$ cat config.mk
export PLATFORM = sky130hd
export DESIGN_NAME = mem_access_stage_flat
export DESIGN_NICKNAME = d
export VERILOG_FILES = /design/src/rtl/mem_pkg.sv /design/src/rtl/mem_access_stage_if.sv /design/src/rtl/mem_load_align.sv /design/src/rtl/mem_access_stage.sv /design/src/flat_wrapper.sv
export SDC_FILE = /design/constraint.sdc
export NUM_CORES = 1
export LEC_CHECK = 0
export CORE_AREA = 2 2 159 161
export CTS_BUF_LIST = sky130_fd_sc_hd__clkbuf_8
export DETAILED_ROUTE_END_ITERATION = 12
export DIE_AREA = 0 0 161 163
export HOLD_SLACK_MARGIN = 0.1
export SKIP_LAST_GASP = 1
export SLEW_MARGIN = 20
export SYNTH_ARGS = -nofsm -noshare
export SYNTH_HDL_FRONTEND = slang
export SYNTH_SLANG_ARGS = --single-unit
$ cat constraint.sdc
create_clock -name clk -period 4.3 [get_ports clk]
set_input_delay 0.645 -clock clk [delete_from_list [all_inputs] [get_ports clk]]
set_output_delay 0.645 -clock clk [all_outputs]
set_load 0.02 [all_outputs]
$ cat src/rtl/mem_pkg.sv
// Shared definitions for the memory-access stage: size codes, FSM states,
// byte-enable masks and the data-memory request payload.
package mem_pkg;

  localparam int unsigned XLEN = 64;
  localparam int unsigned BE_W = XLEN / 8;

  typedef enum logic [1:0] {
    SZ_B = 2'b00,
    SZ_H = 2'b01,
    SZ_W = 2'b10,
    SZ_D = 2'b11
  } mem_size_e;

  typedef enum logic [1:0] {
    IDLE = 2'b00,
    BUSY = 2'b01,
    DONE = 2'b10
  } mem_state_e;

  localparam logic [BE_W-1:0] MASK_B = 8'h01;
  localparam logic [BE_W-1:0] MASK_H = 8'h03;
  localparam logic [BE_W-1:0] MASK_W = 8'h0F;
  localparam logic [BE_W-1:0] MASK_D = 8'hFF;

  typedef struct packed {
    logic            we;
    logic [XLEN-1:0] addr;
    logic [BE_W-1:0] be;
    logic [XLEN-1:0] wdata;
  } dmem_req_t;

  // Byte-enable mask for an access of the given size at lane 0.
  function automatic logic [BE_W-1:0] size_mask(input logic [1:0] size);
    case (size)
      SZ_B:    return MASK_B;
      SZ_H:    return MASK_H;
      SZ_W:    return MASK_W;
      default: return MASK_D;
    endcase
  endfunction

  // Low address bits that must be zero for a naturally aligned access.
  function automatic logic [2:0] off_mask(input logic [1:0] size);
    case (size)
      SZ_B:    return 3'b000;
      SZ_H:    return 3'b001;
      SZ_W:    return 3'b011;
      default: return 3'b111;
    endcase
  endfunction

endpackage

$ cat src/rtl/mem_access_stage_if.sv
// Data-memory request/ready port between the MEM stage and data memory.
interface mem_access_stage_if;
  import mem_pkg::*;

  logic            dmem_req;
  logic            dmem_we;
  logic [XLEN-1:0] dmem_addr;
  logic [BE_W-1:0] dmem_be;
  logic [XLEN-1:0] dmem_wdata;
  logic            dmem_ready;
  logic [XLEN-1:0] dmem_rdata;

  modport master (
    output dmem_req, dmem_we, dmem_addr, dmem_be, dmem_wdata,
    input  dmem_ready, dmem_rdata
  );

  modport slave (
    input  dmem_req, dmem_we, dmem_addr, dmem_be, dmem_wdata,
    output dmem_ready, dmem_rdata
  );
endinterface

$ cat src/rtl/mem_load_align.sv
// Combinational load lane extraction with sign/zero extension to 64 bits.
module mem_load_align
  import mem_pkg::*;
(
  input  logic [XLEN-1:0] rdata,
  input  logic [2:0]      offset,
  input  logic [1:0]      size,
  input  logic            is_unsigned,
  output logic [XLEN-1:0] data_c
);

  logic [XLEN-1:0] shifted;

  // Move the addressed lane down to bit 0, then truncate and extend.
  always_comb begin
    shifted = rdata >> {offset, 3'b000};
    data_c  = shifted;
    case (size)
      SZ_B:    data_c = is_unsigned ? {56'b0, shifted[7:0]}  : {{56{shifted[7]}},  shifted[7:0]};
      SZ_H:    data_c = is_unsigned ? {48'b0, shifted[15:0]} : {{48{shifted[15]}}, shifted[15:0]};
      SZ_W:    data_c = is_unsigned ? {32'b0, shifted[31:0]} : {{32{shifted[31]}}, shifted[31:0]};
      default: data_c = shifted;
    endcase
  end

endmodule

$ cat src/rtl/mem_access_stage.sv
// MEM pipeline stage: turns load/store controls into a data-memory
// request/ready transaction and stalls upstream until it completes.
// Optional feature macro: MEM_MISALIGN_TRAP_EN (trap misaligned accesses
// instead of forcing the address aligned down).
module mem_access_stage
  import mem_pkg::*;
#(
  parameter int unsigned TIMEOUT = 255
) (
  input  logic               clk,
  input  logic               rst_n,
  input  logic               MEM_MemRead,
  input  logic               MEM_MemWrite,
  input  logic [XLEN-1:0]    MEM_ALUOut,
  input  logic [XLEN-1:0]    MEM_WriteData,
  input  logic [1:0]         MEM_Size,
  input  logic               MEM_Unsigned,
  output logic [XLEN-1:0]    MEM_memout,
  output logic               mem_stall,
  output logic               mem_fault,
  mem_access_stage_if.master dmem
);

  localparam int unsigned CNT_W = (TIMEOUT < 2) ? 1 : $clog2(TIMEOUT + 1);

  mem_state_e       state_q, state_d;
  logic [CNT_W-1:0] cnt_q, cnt_d;
  logic [XLEN-1:0]  memout_q, memout_d;
  logic             fault_q, fault_d;

  logic             access_c;
  logic             is_load_c;
  logic             trap_c;
  logic [2:0]       eff_off_c;
  logic [XLEN-1:0]  load_data_c;
  dmem_req_t        req_c;

  assign access_c  = MEM_MemRead | MEM_MemWrite;
  assign is_load_c = MEM_MemRead & ~MEM_MemWrite;
  assign eff_off_c = MEM_ALUOut[2:0] & ~off_mask(MEM_Size);

`ifdef MEM_MISALIGN_TRAP_EN
  assign trap_c = (MEM_ALUOut[2:0] & off_mask(MEM_Size)) != 3'b000;
`else
  assign trap_c = 1'b0;
`endif

  // Lane-aligned request payload, meaningful only while a request is out.
  always_comb begin
    req_c.we    = MEM_MemWrite;
    req_c.addr  = {MEM_ALUOut[XLEN-1:3], 3'b000};
    req_c.be    = BE_W'(size_mask(MEM_Size) << eff_off_c);
    req_c.wdata = MEM_WriteData << {eff_off_c, 3'b000};
  end

  mem_load_align u_load_align (
    .rdata       (dmem.dmem_rdata),
    .offset      (eff_off_c),
    .size        (MEM_Size),
    .is_unsigned (MEM_Unsigned),
    .data_c      (load_data_c)
  );

  // State, wait counter, load result and fault pulse registers.
  always_ff @(posedge clk or negedge rst_n) begin
    if (!rst_n) begin
      state_q  <= IDLE;
      cnt_q    <= '0;
      memout_q <= '0;
      fault_q  <= 1'b0;
    end else begin
      state_q  <= state_d;
      cnt_q    <= cnt_d;
      memout_q <= memout_d;
      fault_q  <= fault_d;
    end
  end

  // Next-state, timeout counting and load capture.
  always_comb begin
    state_d  = state_q;
    cnt_d    = cnt_q;
    memout_d = memout_q;
    fault_d  = 1'b0;
    case (state_q)
      IDLE: begin
        if (access_c) begin
          cnt_d = '0;
          if (trap_c) begin
            state_d = DONE;
            fault_d = 1'b1;
            if (is_load_c) memout_d = '0;
          end else begin
            state_d = BUSY;
          end
        end
      end
      BUSY: begin
        if (dmem.dmem_ready) begin
          state_d = DONE;
          if (is_load_c) memout_d = load_data_c;
        end else if ((TIMEOUT != 0) && (cnt_q == CNT_W'(TIMEOUT - 1))) begin
          state_d = DONE;
          fault_d = 1'b1;
          if (is_load_c) memout_d = '0;
        end else begin
          cnt_d = CNT_W'(cnt_q + 1'b1);
        end
      end
      DONE:    state_d = IDLE;
      default: state_d = IDLE;
    endcase
  end

  assign MEM_memout      = memout_q;
  assign mem_fault       = fault_q;
  assign mem_stall       = access_c & (state_q != DONE);
  assign dmem.dmem_req   = (state_q == BUSY);
  assign dmem.dmem_we    = req_c.we;
  assign dmem.dmem_addr  = req_c.addr;
  assign dmem.dmem_be    = req_c.be;
  assign dmem.dmem_wdata = req_c.wdata;

endmodule
$ cat src/flat_wrapper.sv
// flat-port wrapper written by rule: the top's interface ports become plain ports
module mem_access_stage_flat import mem_pkg::*;
#(
  parameter int unsigned TIMEOUT = 255
)
  (clk, rst_n, MEM_MemRead, MEM_MemWrite, MEM_ALUOut, MEM_WriteData, MEM_Size, MEM_Unsigned, MEM_memout, mem_stall, mem_fault, dmem_dmem_req, dmem_dmem_we, dmem_dmem_addr, dmem_dmem_be, dmem_dmem_wdata, dmem_dmem_ready, dmem_dmem_rdata);
  mem_access_stage_if dmem_i ();
  input  logic clk;
  input  logic rst_n;
  input  logic MEM_MemRead;
  input  logic MEM_MemWrite;
  input  logic [XLEN-1:0] MEM_ALUOut;
  input  logic [XLEN-1:0] MEM_WriteData;
  input  logic [1:0] MEM_Size;
  input  logic MEM_Unsigned;
  output logic [XLEN-1:0] MEM_memout;
  output logic mem_stall;
  output logic mem_fault;
  output wire logic [$bits(dmem_i.dmem_req)-1:0] dmem_dmem_req;
  output wire logic [$bits(dmem_i.dmem_we)-1:0] dmem_dmem_we;
  output wire logic [$bits(dmem_i.dmem_addr)-1:0] dmem_dmem_addr;
  output wire logic [$bits(dmem_i.dmem_be)-1:0] dmem_dmem_be;
  output wire logic [$bits(dmem_i.dmem_wdata)-1:0] dmem_dmem_wdata;
  input wire logic [$bits(dmem_i.dmem_ready)-1:0] dmem_dmem_ready;
  input wire logic [$bits(dmem_i.dmem_rdata)-1:0] dmem_dmem_rdata;
  assign dmem_dmem_req = dmem_i.dmem_req;
  assign dmem_dmem_we = dmem_i.dmem_we;
  assign dmem_dmem_addr = dmem_i.dmem_addr;
  assign dmem_dmem_be = dmem_i.dmem_be;
  assign dmem_dmem_wdata = dmem_i.dmem_wdata;
  assign dmem_i.dmem_ready = dmem_dmem_ready;
  assign dmem_i.dmem_rdata = dmem_dmem_rdata;
  mem_access_stage #(.TIMEOUT(TIMEOUT)) u_core (.clk(clk), .rst_n(rst_n), .MEM_MemRead(MEM_MemRead), .MEM_MemWrite(MEM_MemWrite), .MEM_ALUOut(MEM_ALUOut), .MEM_WriteData(MEM_WriteData), .MEM_Size(MEM_Size), .MEM_Unsigned(MEM_Unsigned), .MEM_memout(MEM_memout), .mem_stall(mem_stall), .mem_fault(mem_fault), .dmem(dmem_i));
endmodule
# After elaboration in Yosys (flattened, before gate mapping)
# Cells that the tools add are included.
# W data, S select, Z words.
[word_totals]
inputBits = 200
output_inout_bits = 204
reg_bits = 75
elab_cells = 51
[classes]
add_sub_neg = 1
n_reduce_logical = 7
n_mux = 21
n_bitwise = 6
shifts = 3
n_eq_ne = 9
[ops]
columns = ["op", "count"]
rows = [
  ["$mux W64", 7],
  ["$pmux W64 S3", 1],
  ["$shl A64 B6 Y64", 1],
  ["$shr A64 B6 Y64", 1],
  ["$mux W8", 3],
  ["$pmux W8 S3", 1],
  ["$pmux W8 S2", 1],
  ["$pmux W3 S3", 1],
  ["$add A8 B1 Y8 const B", 1],
  ["$eq A8 B8 Y1 const B", 1],
  ["$shl A8 B3 Y8", 1],
  ["$mux W2", 3],
  ["$ne A2 B2 Y1 const B", 3],
  ["$eq A2 B1 Y1 const B", 2],
  ["$logic_not A2 Y1", 2],
  ["$pmux W2 S2", 1],
  ["$reduce_and A4 Y1", 1],
  ["$reduce_bool A2 Y1", 2],
  ["$and A3 B3 Y3", 1],
  ["$mux W1", 3],
  ["$ne A3 B1 Y1 const B", 1],
  ["$not A3 Y3", 1],
  ["$reduce_and A3 Y1", 1],
  ["$and A1 B1 Y1", 2],
  ["5 further kinds", 5],
]

# Depth between registers and ports, before layout
# Gate-level depths: netlist (run 1).
[depth]
depth_word = 9
mapped_depth = 9
ltp_nobuf = 8

# Cells and area by module
# From an unflattened synthesis (run 1), not the netlist that was laid out.
[hier_totals]
hier_cells = 800
area_unflattened_um2 = 7608.5
[modules_own_cells]
columns = ["module", "n_inst", "cells_per_inst", "seq_area_each_um2", "area_per_inst_um2"]
rows = [
  ["mem_access_stage", 1, 536, 1876.8, 5308.8],
  ["mem_load_align", 1, 264, 0.0, 2299.7],
]

# Worst setup path after synthesis (run 1)
# OpenSTA, ideal clock, no wires.
[synth_path]
path_kind = "input port to output port"
start = "in MEM_Size[1]"
end = "out dmem_dmem_wdata[41]"
stages = 7
arrival_ns = 2.407
t_required_ns = 3.655
path_slack_ns = 1.248
n_path_buf = 4
path_cell_list = "clkbuf_1 > nand2b_1 > buf_2 > clkbuf_1 > clkbuf_1 > nand2_1 > o21ai_0"
[synth_via]
elab_chain_cells = 5
word_cells_on_any_way = 7
cone_classes = "eq/ne: 2; shift: 1; mux: 1; bitwise: 2; reduce/logical: 1"
[synth_lines]
columns = ["element", "line", "text"]
rows = [
  ["start: declaration", "flat_wrapper.sv:14", "input logic [1:0] MEM_Size;"],
  ["$eq A2 B2 Y1, or another cell as far along", "mem_pkg.sv:45", "case (size)"],
  ["$pmux W3 S3 *", "mem_pkg.sv:45", ""],
  ["$not A3 Y3 *", "mem_access_stage.sv:40", "assign eff_off_c = MEM_ALUOut[2:0] & ~off_mask(MEM_Size);"],
  ["$and A3 B3 Y3 *", "mem_access_stage.sv:40", ""],
  ["$shl A64 B6 Y64 *", "mem_access_stage.sv:53", "req_c.wdata = MEM_WriteData << {eff_off_c, 3'b000};"],
  ["end: declaration", "flat_wrapper.sv:23", "output wire logic [$bits(dmem_i.dmem_wdata)-1:0] dmem_dmem_wdata;"],
]
# Every way passes the cells marked *; elsewhere a longest branch is shown, timed or not.

# Final worst setup path (run 1)
[layout_path]
start = "in MEM_ALUOut[1]"
end = "out dmem_dmem_wdata[39]"
[layout_via]
elab_chain_cells = 2
[layout_lines]
columns = ["element", "line", "text"]
rows = [
  ["start: declaration", "flat_wrapper.sv:12", "input logic [XLEN-1:0] MEM_ALUOut;"],
  ["$and A3 B3 Y3", "mem_access_stage.sv:40", ""],
  ["$shl A64 B6 Y64", "mem_access_stage.sv:53", ""],
]
# No other way between the ends.

==> out/qor.yml, run 1 <==
io_pins: 404
numClockSinks: 75
rows: 58
syn_inst: 916
cts_buffers: 9
met3_usage_pct: 3.49
synth_top_area_cell: "dfrtp_1"
regArea_um2: 1880
place_ws_ns: 0.341
use_met2_pct: 39.2
skew_ns: 0.0115
ys_types: 57
crit_chain: "clkdlybuf4s50_1 -> nor2b_4 -> buf_4 -> mux2i_1 -> nand2_1 -> a32o_1 -> clkdlybuf4s50_1"
critPathArrivalTime_ns: 3.27
htree_num_levels: 3
worst_pin_slew_ns: 0.980
yosysWarnings: 0
area_delta_synth_final_pct: 43.1
fill_cells: 2582
rsz0062_at_grt: "false"
hp-class: "in2async"
nets: 1303
hold_buffers: 0
finalMaxSlewViolations: 0
wl_per_cell_um: 20.8
synthTopCellsByArea: "dfrtp_1 (28%), nand2_1 (11%), mux2i_1 (10%)"
async_flop_share_pct: 100
gr-usage-met1_pct: 26.4
fin_ws_ns: 0.389
crit_buf_inv: 3
drtIter0Drc: 638
setup_viol: 0
cpMostUsedCell: "clkdlybuf4s50_1"
fmax_ghz: 0.256
antenna_found_initial: 2
crit_path_start_kind: "input port"
r2r_setup_slack_ns: 2.08
maxCapViolations: 0
avgSynthCellArea_um2: 7.41
clk_pin_slew_ns: 0.08
synth_enable_flop_cells: 0
crit_required_ns: 3.65
dpl.hpwl_um: 23100
port_buffers: 278
netlist_area_um2: 6790
slew_headroom_pct: 34.4
period_minus_slack_ns: 3.91
drc: 0
slowest_stage: "clkdlybuf4s50_1"
chipHeight_um: 163
synth_seq_cells: 75
grt_pass1_vias: 7381
drt_pass1_iterations: 5
cp_top_family: "buffers and inverters"
setup_tns_ns: 0
postRouteAntennaNets: 0
postCtsSetupRepairBufs: 0
busiest_layer: "met2"
grt_usage_pct: 22.3
holdWs_ns: 0.427
critPathCaptureType: "output pin"
die_w_um: 161
crit_fanout: 23
cts-root-buf: "clkbuf_8"
crit_type: "in2out"
cts_tree: "yes"
clockBufferDepth: 2
peakVddDrop_mv: 0.247
p_per_area_nw_per_um2: 395
drt-total-wl_um: 30000
cp_slowest_stage_delay_ns: 0.76
multi_input_area_um2: 4130
final.period_utilization_pct: 91.0
status: "complete, no violations"
vias_per_cell: 5.21
fp.dieArea_um2: 26200
ys_seq_area_share_pct: 27.6
grt_max_degree: 76
synth_top_area_share_pct: 27.6
vias: 7488
post_cts_resize_count: 0
hold_violations: 0
gp_congestion: 0.938
synth_ff_type: "dfrtp_1"
core_region_area_um2: 24700
grt_overflow: 0
start_util_pct: 27.5
power_leakage_uw: 0.00430
drive_above_1_share_pct: 6.51
insertion_delay_ns: 0.36
grt_pass1_wl_um: 44800
[state kept, by name, indices dropped and copies added (netlist names)]
signal and count:
u_core.MEM_memout 64, u_core.state_q 2, u_core.mem_fault 1, u_core.cnt_q 8
[synthesized netlist by cell type, types with 2 or more instances]
library cell	number
or2_2	4
ha_1	2
nand2b_1	27
nand3_1	64
and2_1	18
buf_2	10
o211a_1	2
nor2b_1	5
nor2_1	61
nand4_1	4
nand2_1	205
a21o_1	2
a32o_1	13
o221ai_1	9
a311oi_1	5
a221oi_1	2
xor2_1	5
buf_6	3
a211oi_1	3
o21ai_0	36
o211ai_1	11
mux2i_1	69
o22ai_1	7
buf_4	65
mux2_2	4
a22o_1	34
dfrtp_1	75
a22oi_1	6
a21oi_1	44
a32oi_1	5
buf_1	14
and3_1	20
clkbuf_1	46
a31oi_1	5
inv_1	7
a211o_1	2
nor3_1	2
[report_power, final]
group          leakage [uW]  total, uW  switching (uW)  internal (uW)
clock              0.000119        609             271            339
combinational       0.00321       2080            1070           1010
sequential         0.000970       1150             173            981
[metal layers]
layer  share of wire (%)  wire length [um]
met5                   0                 0
met1                  38             11500
met2                  50             15000
met3                 6.9              2070
met4                 4.7              1420
[final cells by class]
cell class              count  share of cell area (%)
diodes                      2                  0.0515
clock buffers              10                    1.42
clock inverters             6                   0.837
inverters                   8                   0.309
multi-input cells         697                    42.5
flip-flops and latches     75                    19.3
well taps                 330                    4.25
repair buffers            310                    31.3
[through the flow]
step                cell area [um2]  util (%)  total power (uW)  std cells
floorplan                      6800         -              2240        918
global placement               9490      38.5              3250       1420
detailed placement             9490      38.5              3260       1420
CTS                            9710      39.4              3870       1436
global route                   9710      39.4              4050       1436
finish                         9720      39.4              3840       1438
[final timing paths]
kind,start,endpoint,cells past startpoint
max,MEM_ALUOut[1],dmem_dmem_wdata[39],7
min,rst_n,u_core.cnt_q[0],1
max reg2reg,u_core.cnt_q[0],u_core.MEM_memout[36],8
min reg2reg,u_core.MEM_memout[31],u_core.MEM_memout[31],1
max in group asynchronous,rst_n,u_core.MEM_memout[25],1
min in group clk,u_core.MEM_memout[31],u_core.MEM_memout[31],1
[placed cells by master (no fill, tap or decap), drive strengths merged, types with 3 or more instances in the layout]
| cell type | count |
|---|---|
| nand4 | 4 |
| inv | 10 |
| dfrtp | 75 |
| a21oi | 45 |
| or2 | 4 |
| clkdlybuf4s50 | 271 |
| nand2b | 27 |
| o22ai | 7 |
| xor2 | 5 |
| a311oi | 5 |
| o221ai | 9 |
| conb | 3 |
| a211oi | 3 |
| nand2 | 205 |
| buf | 39 |
| nand3 | 64 |
| a221oi | 3 |
| a32oi | 5 |
| o21ai | 37 |
| mux2 | 4 |
| nor2 | 61 |
| mux2i | 69 |
| and2 | 18 |
| nor2b | 5 |
| a22o | 34 |
| a32o | 13 |
| o211ai | 11 |
| clkbuf | 10 |
| and3 | 20 |
| a22oi | 6 |
| a31oi | 5 |
[logic make-up after synthesis]
logic type / Yosys count / synth area share (%)
and+or+nand+nor: 415 / 27.5
DFF: 75 / 27.6
adders and majority gates: 2 / 0.369
AOI/OAI and AO/OA: 198 / 20.6
buffers and inverters: 146 / 12.2
other: 1 / 0.0552
muxes: 73 / 10.8
xor gates and xnor gates: 6 / 0.774
Note: power is estimated with default switching activity, not from simulation.
==> inputs of run 2 (changes only) <==
--- a/config.mk
+++ b/config.mk
@@ -10,6 +10,7 @@
 export DETAILED_ROUTE_END_ITERATION = 12
 export DIE_AREA = 0 0 161 163
 export HOLD_SLACK_MARGIN = 0.1
+export PLACE_DENSITY_LB_ADDON = 0.08
 export SKIP_LAST_GASP = 1
 export SLEW_MARGIN = 20
 export SYNTH_ARGS = -nofsm -noshare
==> run 2 against run 1 <==
Clock power rose by 4.9%. Critical path depth rose by 1. Largest power group unchanged. Register-to-register slack got worse by 0.15 ns. Cell area barely moved. Routed wire length barely moved. Non-clock buffer count did not move. Hold slack got worse by 0.15 ns. Sequential share of layout area barely moved. Via count fell by 1.2%.
==> out/qor.yml, run 2 (synthesized netlist as in run 1, its figures left out) <==
htree_num_levels: 3  # unchanged
dpl.hpwl_um: 22900  # -1.0%
fill_cells: 2605  # +0.89%
placed_area_um2: 9490  # about the same
final.period_utilization_pct: 91.0  # about the same
r2r_setup_slack_ns: 1.93  # -0.15 ns
hold_buffers: 0  # unchanged
place_inst: 1420  # unchanged
power_leakage_uw: 0.00428  # -0.41%
worst_pin_slew_ns: 0.829  # -0.151 ns
timing.rr.end: "u_core.MEM_memout[19]"
period_minus_slack_ns: 3.91  # +0.00353 ns
startpoint: "MEM_Size[0]"
gp_congestion: 0.848  # -9.6%
setup_tns_ns: 0  # unchanged
slew_headroom_pct: 44.6  # +10 points
drt_pass1_iterations: 5  # unchanged
finalMaxSlewViolations: 0  # unchanged
grt_usage_pct: 22.0  # -0.23 points
largest_reg_flops: 64  # unchanged
crit_path_start_kind: "input port"
fin_util_pct: 39.4  # about the same
grt_pass1_vias: 7361  # -0.27%
grt_max_degree: 76  # unchanged
chipHeight_um: 163  # unchanged
place_ws_ns: 0.388  # +0.0468 ns
layout_common_cells: "clkdlybuf4s50_1 (274), nand2_1 (203), dfrtp_1 (75), mux2i_1 (69), nand3_1 (64)"
p_per_area_nw_per_um2: 397  # +0.50%
start_util_pct: 27.5  # unchanged
crit_fanout: 19  # -17%
io_pins: 404  # unchanged
cts_buffers: 9  # unchanged
vias: 7399  # -1.2%
stdcell_count: 1437  # -0.070%
final_common_cell: "clkdlybuf4s50_1"
insertion_delay_ns: 0.38  # +0.02 ns
port_buffers: 278  # unchanged
setup_viol: 0  # unchanged
critPathArrivalTime_ns: 3.27  # about the same
critPathCaptureType: "output pin"
numClockSinks: 75  # unchanged
clk_pin_slew_ns: 0.09  # about the same
antenna_found_initial: 1  # -1
fp.dieArea_um2: 26200  # unchanged
grt_overflow: 0  # unchanged
hp-class: "in2async"
core_region_area_um2: 24700  # unchanged
postCtsSetupRepairBufs: 0  # unchanged
drive_above_1_share_pct: 6.42  # -0.090 points
rows: 58  # unchanged
drtIter0Drc: 572  # -10%
post_cts_resize_count: 0  # unchanged
cts_tree: "yes"
peakVddDrop_mv: 0.222  # -9.8%
fin_ws_ns: 0.385  # -0.00353 ns
crit_type: "in2out"
wl_per_cell_um: 20.8  # about the same
clockBufferDepth: 2  # unchanged
r2r-start: "u_core.cnt_q[0]"
postRouteAntennaNets: 0  # unchanged
drc: 0  # unchanged
drt-total-wl_um: 29900  # about the same
crit_required_ns: 3.65  # about the same
maxCapViolations: 0  # unchanged
rsz0062_at_grt: "false"
cts-root-buf: "clkbuf_8"
grt_pass1_wl_um: 44600  # -0.54%
vias_per_cell: 5.15  # -1.1%
area_delta_synth_final_pct: 43.2  # about the same
ff2ff_path_depth: 9  # +1
die_w_um: 161  # unchanged
fin_area_um2: 9720  # about the same
nets: 1303  # unchanged
fmax_ghz: 0.255  # about the same
status: "complete, no violations"
skew_ns: 0.0150  # +0.00350 ns
hold_violations: 0  # unchanged
## run 2: changes by cell type in the layout (fill, tap and decap cells not counted), sizes merged
cell | before | now
buf | 39 | 36
clkdlybuf4s50 | 271 | 274
clkinvlp | 0 | 2
inv | 10 | 8
diode | 2 | 1
## run 2: through the flow
step                      power, uW  hold WS [ns]
final                          3860         0.279
after detailed placement       3260         0.470
after floorplan                2240         0.349
after CTS                      3900         0.471
after global routing           4080         0.325
after global placement         3250         0.462
## run 2: worst max-delay path by stage
stage                          endpoint  slack, ns  cells past startpoint
floorplan           dmem_dmem_wdata[41]       1.25                      7
global placement    dmem_dmem_wdata[48]       0.39                      8
detailed placement  dmem_dmem_wdata[48]       0.39                      8
CTS                 dmem_dmem_wdata[48]       0.38                      8
global route        dmem_dmem_wdata[62]       0.24                      8
finish              dmem_dmem_wdata[48]       0.39                      8
## run 2: area by class of cell
class	count	area, um2	area share, %
clock inverters	6	88.8	0.914
inverters	8	30.0	0.309
repair buffers	310	3040	31.3
clock buffers	10	138	1.42
diodes	1	2.50	0.0257
flip-flops and latches	75	1880	19.3
well taps	330	413	4.25
multi-input cells	697	4130	42.5
## run 2: power breakdown
| group | internal [uW] | switching [uW] | total, uW |
|---|---|---|---|
| combinational | 1010 | 1060 | 2070 |
| sequential | 980 | 171 | 1150 |
| clock | 343 | 296 | 639 |
| total | 2330 | 1530 | 3860 |
## run 2: critical path, cell delays in order
cell	delay (ns)
clkdlybuf4s50_1	0.52
buf_4	0.27
or3b_4	0.55
buf_4	0.26
nand2_1	0.07
a21oi_1	0.10
a21oi_1	0.21
clkdlybuf4s50_1	0.63
## run 2: metal layers
layer / vias up / global-route usage (%) / wire length, um
met5: - / 0 / 0
met4: 0 / 7.02 / 726
met3: 57 / 4.84 / 2080
met2: 304 / 39.4 / 15000
met1: 3513 / 26.3 / 12100
li1: 3525 / - / -
==> RTL edit 1, RTL diff (flow settings as in run 1) <==
Reset style: synchronous (`rst_n`), changed in one clocked block.
--- a/src/rtl/mem_access_stage.sv
+++ b/src/rtl/mem_access_stage.sv
@@ -64,3 +64,3 @@
   // State, wait counter, load result and fault pulse registers.
-  always_ff @(posedge clk or negedge rst_n) begin
+  always_ff @(posedge clk) begin
     if (!rst_n) begin
Function: differs if rst_n is asserted again (counterexample within 4 cycles, from zero or initial values and one cycle with rst_n low); with rst_n held inactive, the same outputs for 4 cycles.
==> RTL edit 1 against run 1 <==
- sequential share of layout area fell by 3.2 points
- via count fell by 3.6%
- critical path depth rose by 1
- routed wire length fell by 3.2%
- sequential cell count did not move
- critical endpoint is now dmem_dmem_wdata[58]
- design area fell by 4.2%
- non-clock buffer count fell by 9
- setup slack got worse by 0.14 ns
- area after synthesis fell by 5.9%
- cell count rose by 0.28%
Power is not compared: it rests on default switching activity, and its combinational part moved more than twofold at a synthesized area within 25%.
==> RTL edit 1: results (changes against run 1) <==
Drt:
- The total via count in the routed design came to 7,215 (was 7,488).
- The post-route met1 wirelength came to 11.7 mm (was 11.5 mm).
- The first-iteration detailed-routing DRC count came to 504 (was 638).
- The overall routed net length came to 29.0 mm (was 30.0 mm).
- The routed length per instance is 20.1 um (was 20.8 um).

Synthesis:
- The count of unique library cells instantiated by Yosys is 53 (was 57).
- The fraction of synthesis flops using an asynchronous set or reset pin is 0% (was 100%).
- The mean area per synthesized cell is 6.88 um2 (was 7.41 um2).
- Leading post-synthesis cells by cell area: sky130_fd_sc_hd__dfxtp_1 (24%), sky130_fd_sc_hd__mux2i_1 (13%), sky130_fd_sc_hd__nand2_1 (12%) (was sky130_fd_sc_hd__dfrtp_1 (28%), sky130_fd_sc_hd__nand2_1 (11%), sky130_fd_sc_hd__mux2i_1 (10%)).
- The register area share after synthesis is 23.5% (was 27.6%).
- The area share of the largest cell type after synthesis is 23.5% (was 27.6%).

Outcome:
- Run status: finished clean (unchanged).

Layout:
- The count of plain and timing-repair buffers is 301 (was 310).
- The layout cell share with drive strength beyond 1 is 6.74% (was 6.51%).
- The antenna diode count is 0 (was 2).
- The fraction of area in registers was 16.1% (was 19.3%).
- The net count of the finished layout is 1,309 (was 1,303).

Timing:
- The final worst clock skew is 0.0113 ns (was 0.0115 ns).
- The actual slew at the worst max-slew pin was 0.952 ns (was 0.980 ns).
- The minimum period implied by the final worst setup slack was 4.05 ns (was 3.91 ns).

Critical path:
- The highest net fanout along the worst path came to 66 (was 23).
- The reg2reg setup slack was 1.67 ns (was 2.08 ns).

Placed design:
- The post-DP HPWL is 22.9 mm (was 23.1 mm).
- The number of cells in the design after placement is 1,426 (was 1,420).
- The worst slack after detailed placement came to 0.308 ns (was 0.341 ns).
- The placed cell area was 9050 um2 (was 9490 um2).

GRT:
- The global routing usage summed across all routing layers is 21.5% (was 22.3%).
- The met1 capacity usage during global routing was 25.4% (was 26.4%).
- The initial antenna violation count is 0 (was 2).
- The fraction of met2 tracks used by global routing came to 38.6% (was 39.2%).
- The wire length of the first global-routing pass is 43.5 mm (was 44.8 mm).

Power and ir drop:
- Summing internal, switching and leakage power gives 2.27 mW.
-- RTL edit 1: cell types whose count changed after synthesis, moves of 10 or more --
cell                       change
sky130_fd_sc_hd__mux2i_1      +11
sky130_fd_sc_hd__dfxtp_1      +75
sky130_fd_sc_hd__dfrtp_1      -75
sky130_fd_sc_hd__a21o_1       +11
sky130_fd_sc_hd__nor2_1       +44
sky130_fd_sc_hd__and3_1       -10
sky130_fd_sc_hd__buf_1        -10
sky130_fd_sc_hd__nand3_1      -17
sky130_fd_sc_hd__a22o_1       -33
sky130_fd_sc_hd__o21ai_0      +34
sky130_fd_sc_hd__nand2b_1     -22
-- RTL edit 1: cell families after synthesis --
kind of cell | Yosys count | synth area share, %
XOR/XNOR | 6 | 0.823
AO/OA/AOI/OAI | 199 | 19.6
buffers and inverters | 143 | 12.6
flip-flops | 75 | 23.5
adder cells (fa/ha/maj) | 2 | 0.392
multiplexers | 89 | 15.4
other | 1 | 0.0587
AND/OR/NAND/NOR | 413 | 27.7
-- RTL edit 1: worst paths after layout --
path | depth (start not counted) | endpoint | from
max | 8 | dmem_dmem_wdata[58] | MEM_ALUOut[0]
min | 2 | u_core.MEM_memout[53] | u_core.MEM_memout[53]
max reg2reg | 9 | u_core.MEM_memout[45] | u_core.cnt_q[0]
min reg2reg | 2 | u_core.MEM_memout[53] | u_core.MEM_memout[53]
-- RTL edit 1: worst reg2reg max path: cells and delay by family, from the launching register on --
family	cells	cell delay (ns)
DFF	1	0.39
buffers and inverters	2	0.36
adders and majority gates	1	0.18
AOI/OAI and AO/OA	2	0.29
and+or+nand+nor	4	1.34
==> RTL edit 2, RTL diff (settings of run 1) <==
Made on the original files. Add a define of `MEM_MISALIGN_TRAP_EN`.
--- a/src/rtl/mem_access_stage.sv
+++ b/src/rtl/mem_access_stage.sv
@@ -4,2 +4,4 @@
 // instead of forcing the address aligned down).
+`define MEM_MISALIGN_TRAP_EN
+
 module mem_access_stage
Formal check against the unedited RTL: not equivalent (Yosys sat finds a counterexample within 4 cycles, from zero or initial values and one cycle with rst_n low).
==> RTL edit 2 against run 1 <==
- setup slack got worse by 0.14 ns
- sequential share of layout area decreased by 0.42 points
- design area increased by 2.2%
- total power decreased by 6.7%
- routed wire length increased by 4.5%
- fmax decreased by 3.4%
- sequential power decreased by 7%
- sequential cell count unchanged
- area after synthesis increased by 2.2%
==> RTL edit 2: results (changes against run 1) <==
Critical path:
- The end of the critical path is dmem_dmem_be[0] (was dmem_dmem_wdata[39]).
- The data arrival time of the critical path is 3.40 ns (was 3.27 ns).
- The endpoint of the worst register-to-register path is u_core.MEM_memout[57] (was u_core.MEM_memout[36]).
- The highest net fanout along the worst path is 39 (was 23).
- The reg2reg setup slack is 1.27 ns (was 2.08 ns).
- The worst setup path startpoint was MEM_Size[0] (was MEM_ALUOut[1]).

Layout:
- The net count of the finished layout is 1,358 (was 1,303).
- The number of flip-flops in the largest register is 64 (unchanged).
- The layout cell share with drive strength beyond 1 is 6.80% (was 6.51%).
- The number of fillers in the final layout is 2,615 (was 2,582).

GRT:
- The via count of the first global-routing pass is 7,657 (was 7,381).
- The global routing usage summed across all routing layers is 22.8% (was 22.3%).
- The routing usage on met3 came to 4.79% (was 3.49%).
- The initial antenna violation count is 4 (was 2).

Placed design:
- The worst slack after detailed placement is 0.261 ns (was 0.341 ns).
- The placer congestion estimate came to 0.891 (was 0.938).
- The post-DP HPWL came to 24.5 mm (was 23.1 mm).
- The number of cells in the design after placement is 1,475 (was 1,420).

Power and ir drop:
- The leakage power total came to 4.23 nW (was 4.30 nW).
- The internal cell power is 2.14 mW (was 2.33 mW).
- The relative contribution of the clock network to total power is 17.5% (was 15.9%).
- The peak supply drop came to 184 uV (was 247 uV).

Synthesis:
- The count of unique library cells instantiated by Yosys was 58 (was 57).
- The register area share after synthesis is 27.1% (was 27.6%).
- Top cell types by occurrence after synthesis: sky130_fd_sc_hd__nand2_1 (253), sky130_fd_sc_hd__dfrtp_1 (75), sky130_fd_sc_hd__a21oi_1 (70) (was sky130_fd_sc_hd__nand2_1 (205), sky130_fd_sc_hd__dfrtp_1 (75), sky130_fd_sc_hd__mux2i_1 (69)).
- The area share of the largest cell type after synthesis is 27.1% (was 27.6%).

Timing:
- The actual slew at the worst max-slew pin is 0.982 ns (was 0.980 ns).
- The final worst clock skew is 0.0183 ns (was 0.0115 ns).
- The final worst setup slack is 0.251 ns (was 0.389 ns).

Drt:
- The routed length per instance is 21.0 um (was 20.8 um).
- The post-route met1 wirelength is 12.0 mm (was 11.5 mm).
- The remaining antenna violation count after routing was 0 (unchanged).
- The met2 wire length is 15.5 mm (was 15.0 mm).
- The total via count in the routed design is 8,042 (was 7,488).
- The first-iteration detailed-routing DRC count is 694 (was 638).
- The number of detailed-routing iterations run before antenna repair was 7 (was 5).

CTS:
- The library cell used as clock root buffer is sky130_fd_sc_hd__clkbuf_8 (unchanged).
- The buffer count from post-CTS setup fixing is 0 (unchanged).

Outcome:
- Run status: finished clean (unchanged).
RTL edit 2: changes by cell type in the layout (fill, tap and decap cells not counted), moves of 13 or more:
cell / change
sky130_fd_sc_hd__a21oi_1: +26
sky130_fd_sc_hd__a22o_1: +14
sky130_fd_sc_hd__a32o_1: -13
sky130_fd_sc_hd__mux2i_1: -28
sky130_fd_sc_hd__nand2_1: +50
sky130_fd_sc_hd__nand2b_1: -22
sky130_fd_sc_hd__nand4_1: +23
RTL edit 2: critical path: stages:
cell and delay, ns:
sky130_fd_sc_hd__clkdlybuf4s50_1 0.53, sky130_fd_sc_hd__buf_4 0.23, sky130_fd_sc_hd__and2_1 0.16, sky130_fd_sc_hd__nand2b_2 0.16, sky130_fd_sc_hd__buf_4 0.37, sky130_fd_sc_hd__nand2_1 0.43
sky130_fd_sc_hd__nor2_1 0.21, sky130_fd_sc_hd__clkdlybuf4s50_1 0.62
RTL edit 2: kinds of logic after synthesis:
family                     share of synthesized area, %
buffers and inverters                              12.3
adders and majority gates                         0.361
xor gates and xnor gates                          0.757
and+or+nand+nor                                    30.8
DFF                                                27.1
AOI/OAI and AO/OA                                  21.2
other                                            0.0541
muxes                                              7.54
RTL edit 2: power groups by stage:
stage	combinational (mW)	clock [mW]	sequential [mW]
5_1_grt	2.00	0.661	1.10
3_5_place_dp	1.89	0	1.08
6_report	1.88	0.626	1.07
4_1_cts	1.90	0.637	1.07
3_3_place_gp	1.88	0	1.08
2_1_floorplan	0.797	0	1.29
RTL edit 2: final cells by class:
| type | count | area, um2 | area share, % |
|---|---|---|---|
| tap | 330 | 413 | 4.16 |
| clock buffer | 10 | 138 | 1.39 |
| clock inverter | 6 | 88.8 | 0.895 |
| inverter | 6 | 22.5 | 0.227 |
| sequential | 75 | 1880 | 18.9 |
| multi-input combinational | 751 | 4280 | 43.1 |
| antenna | 3 | 7.51 | 0.0756 |
| timing repair buffer | 313 | 3100 | 31.2 |
RTL edit 2: metrics by stage:
stage                     cell area, um2  util (%)
final                               9930      40.2
after global routing                9930      40.2
after CTS                           9920      40.2
after detailed placement            9700      39.3
after global placement              9700      39.3
after floorplan                     6950         -
RTL edit 2: worst min path at each step:
stage | startpoint | end | slack, ns | cells after the start
2_1_floorplan | rst_n | u_core.MEM_memout[0] | 0.35 | 0
3_3_place_gp | u_core.MEM_memout[2] | u_core.MEM_memout[2] | 0.47 | 2
3_5_place_dp | u_core.MEM_memout[5] | u_core.MEM_memout[5] | 0.47 | 2
4_1_cts | rst_n | u_core.MEM_memout[14] | 0.46 | 1
5_1_grt | u_core.MEM_memout[15] | u_core.MEM_memout[15] | 0.50 | 1
6_report | rst_n | u_core.cnt_q[4] | 0.44 | 1
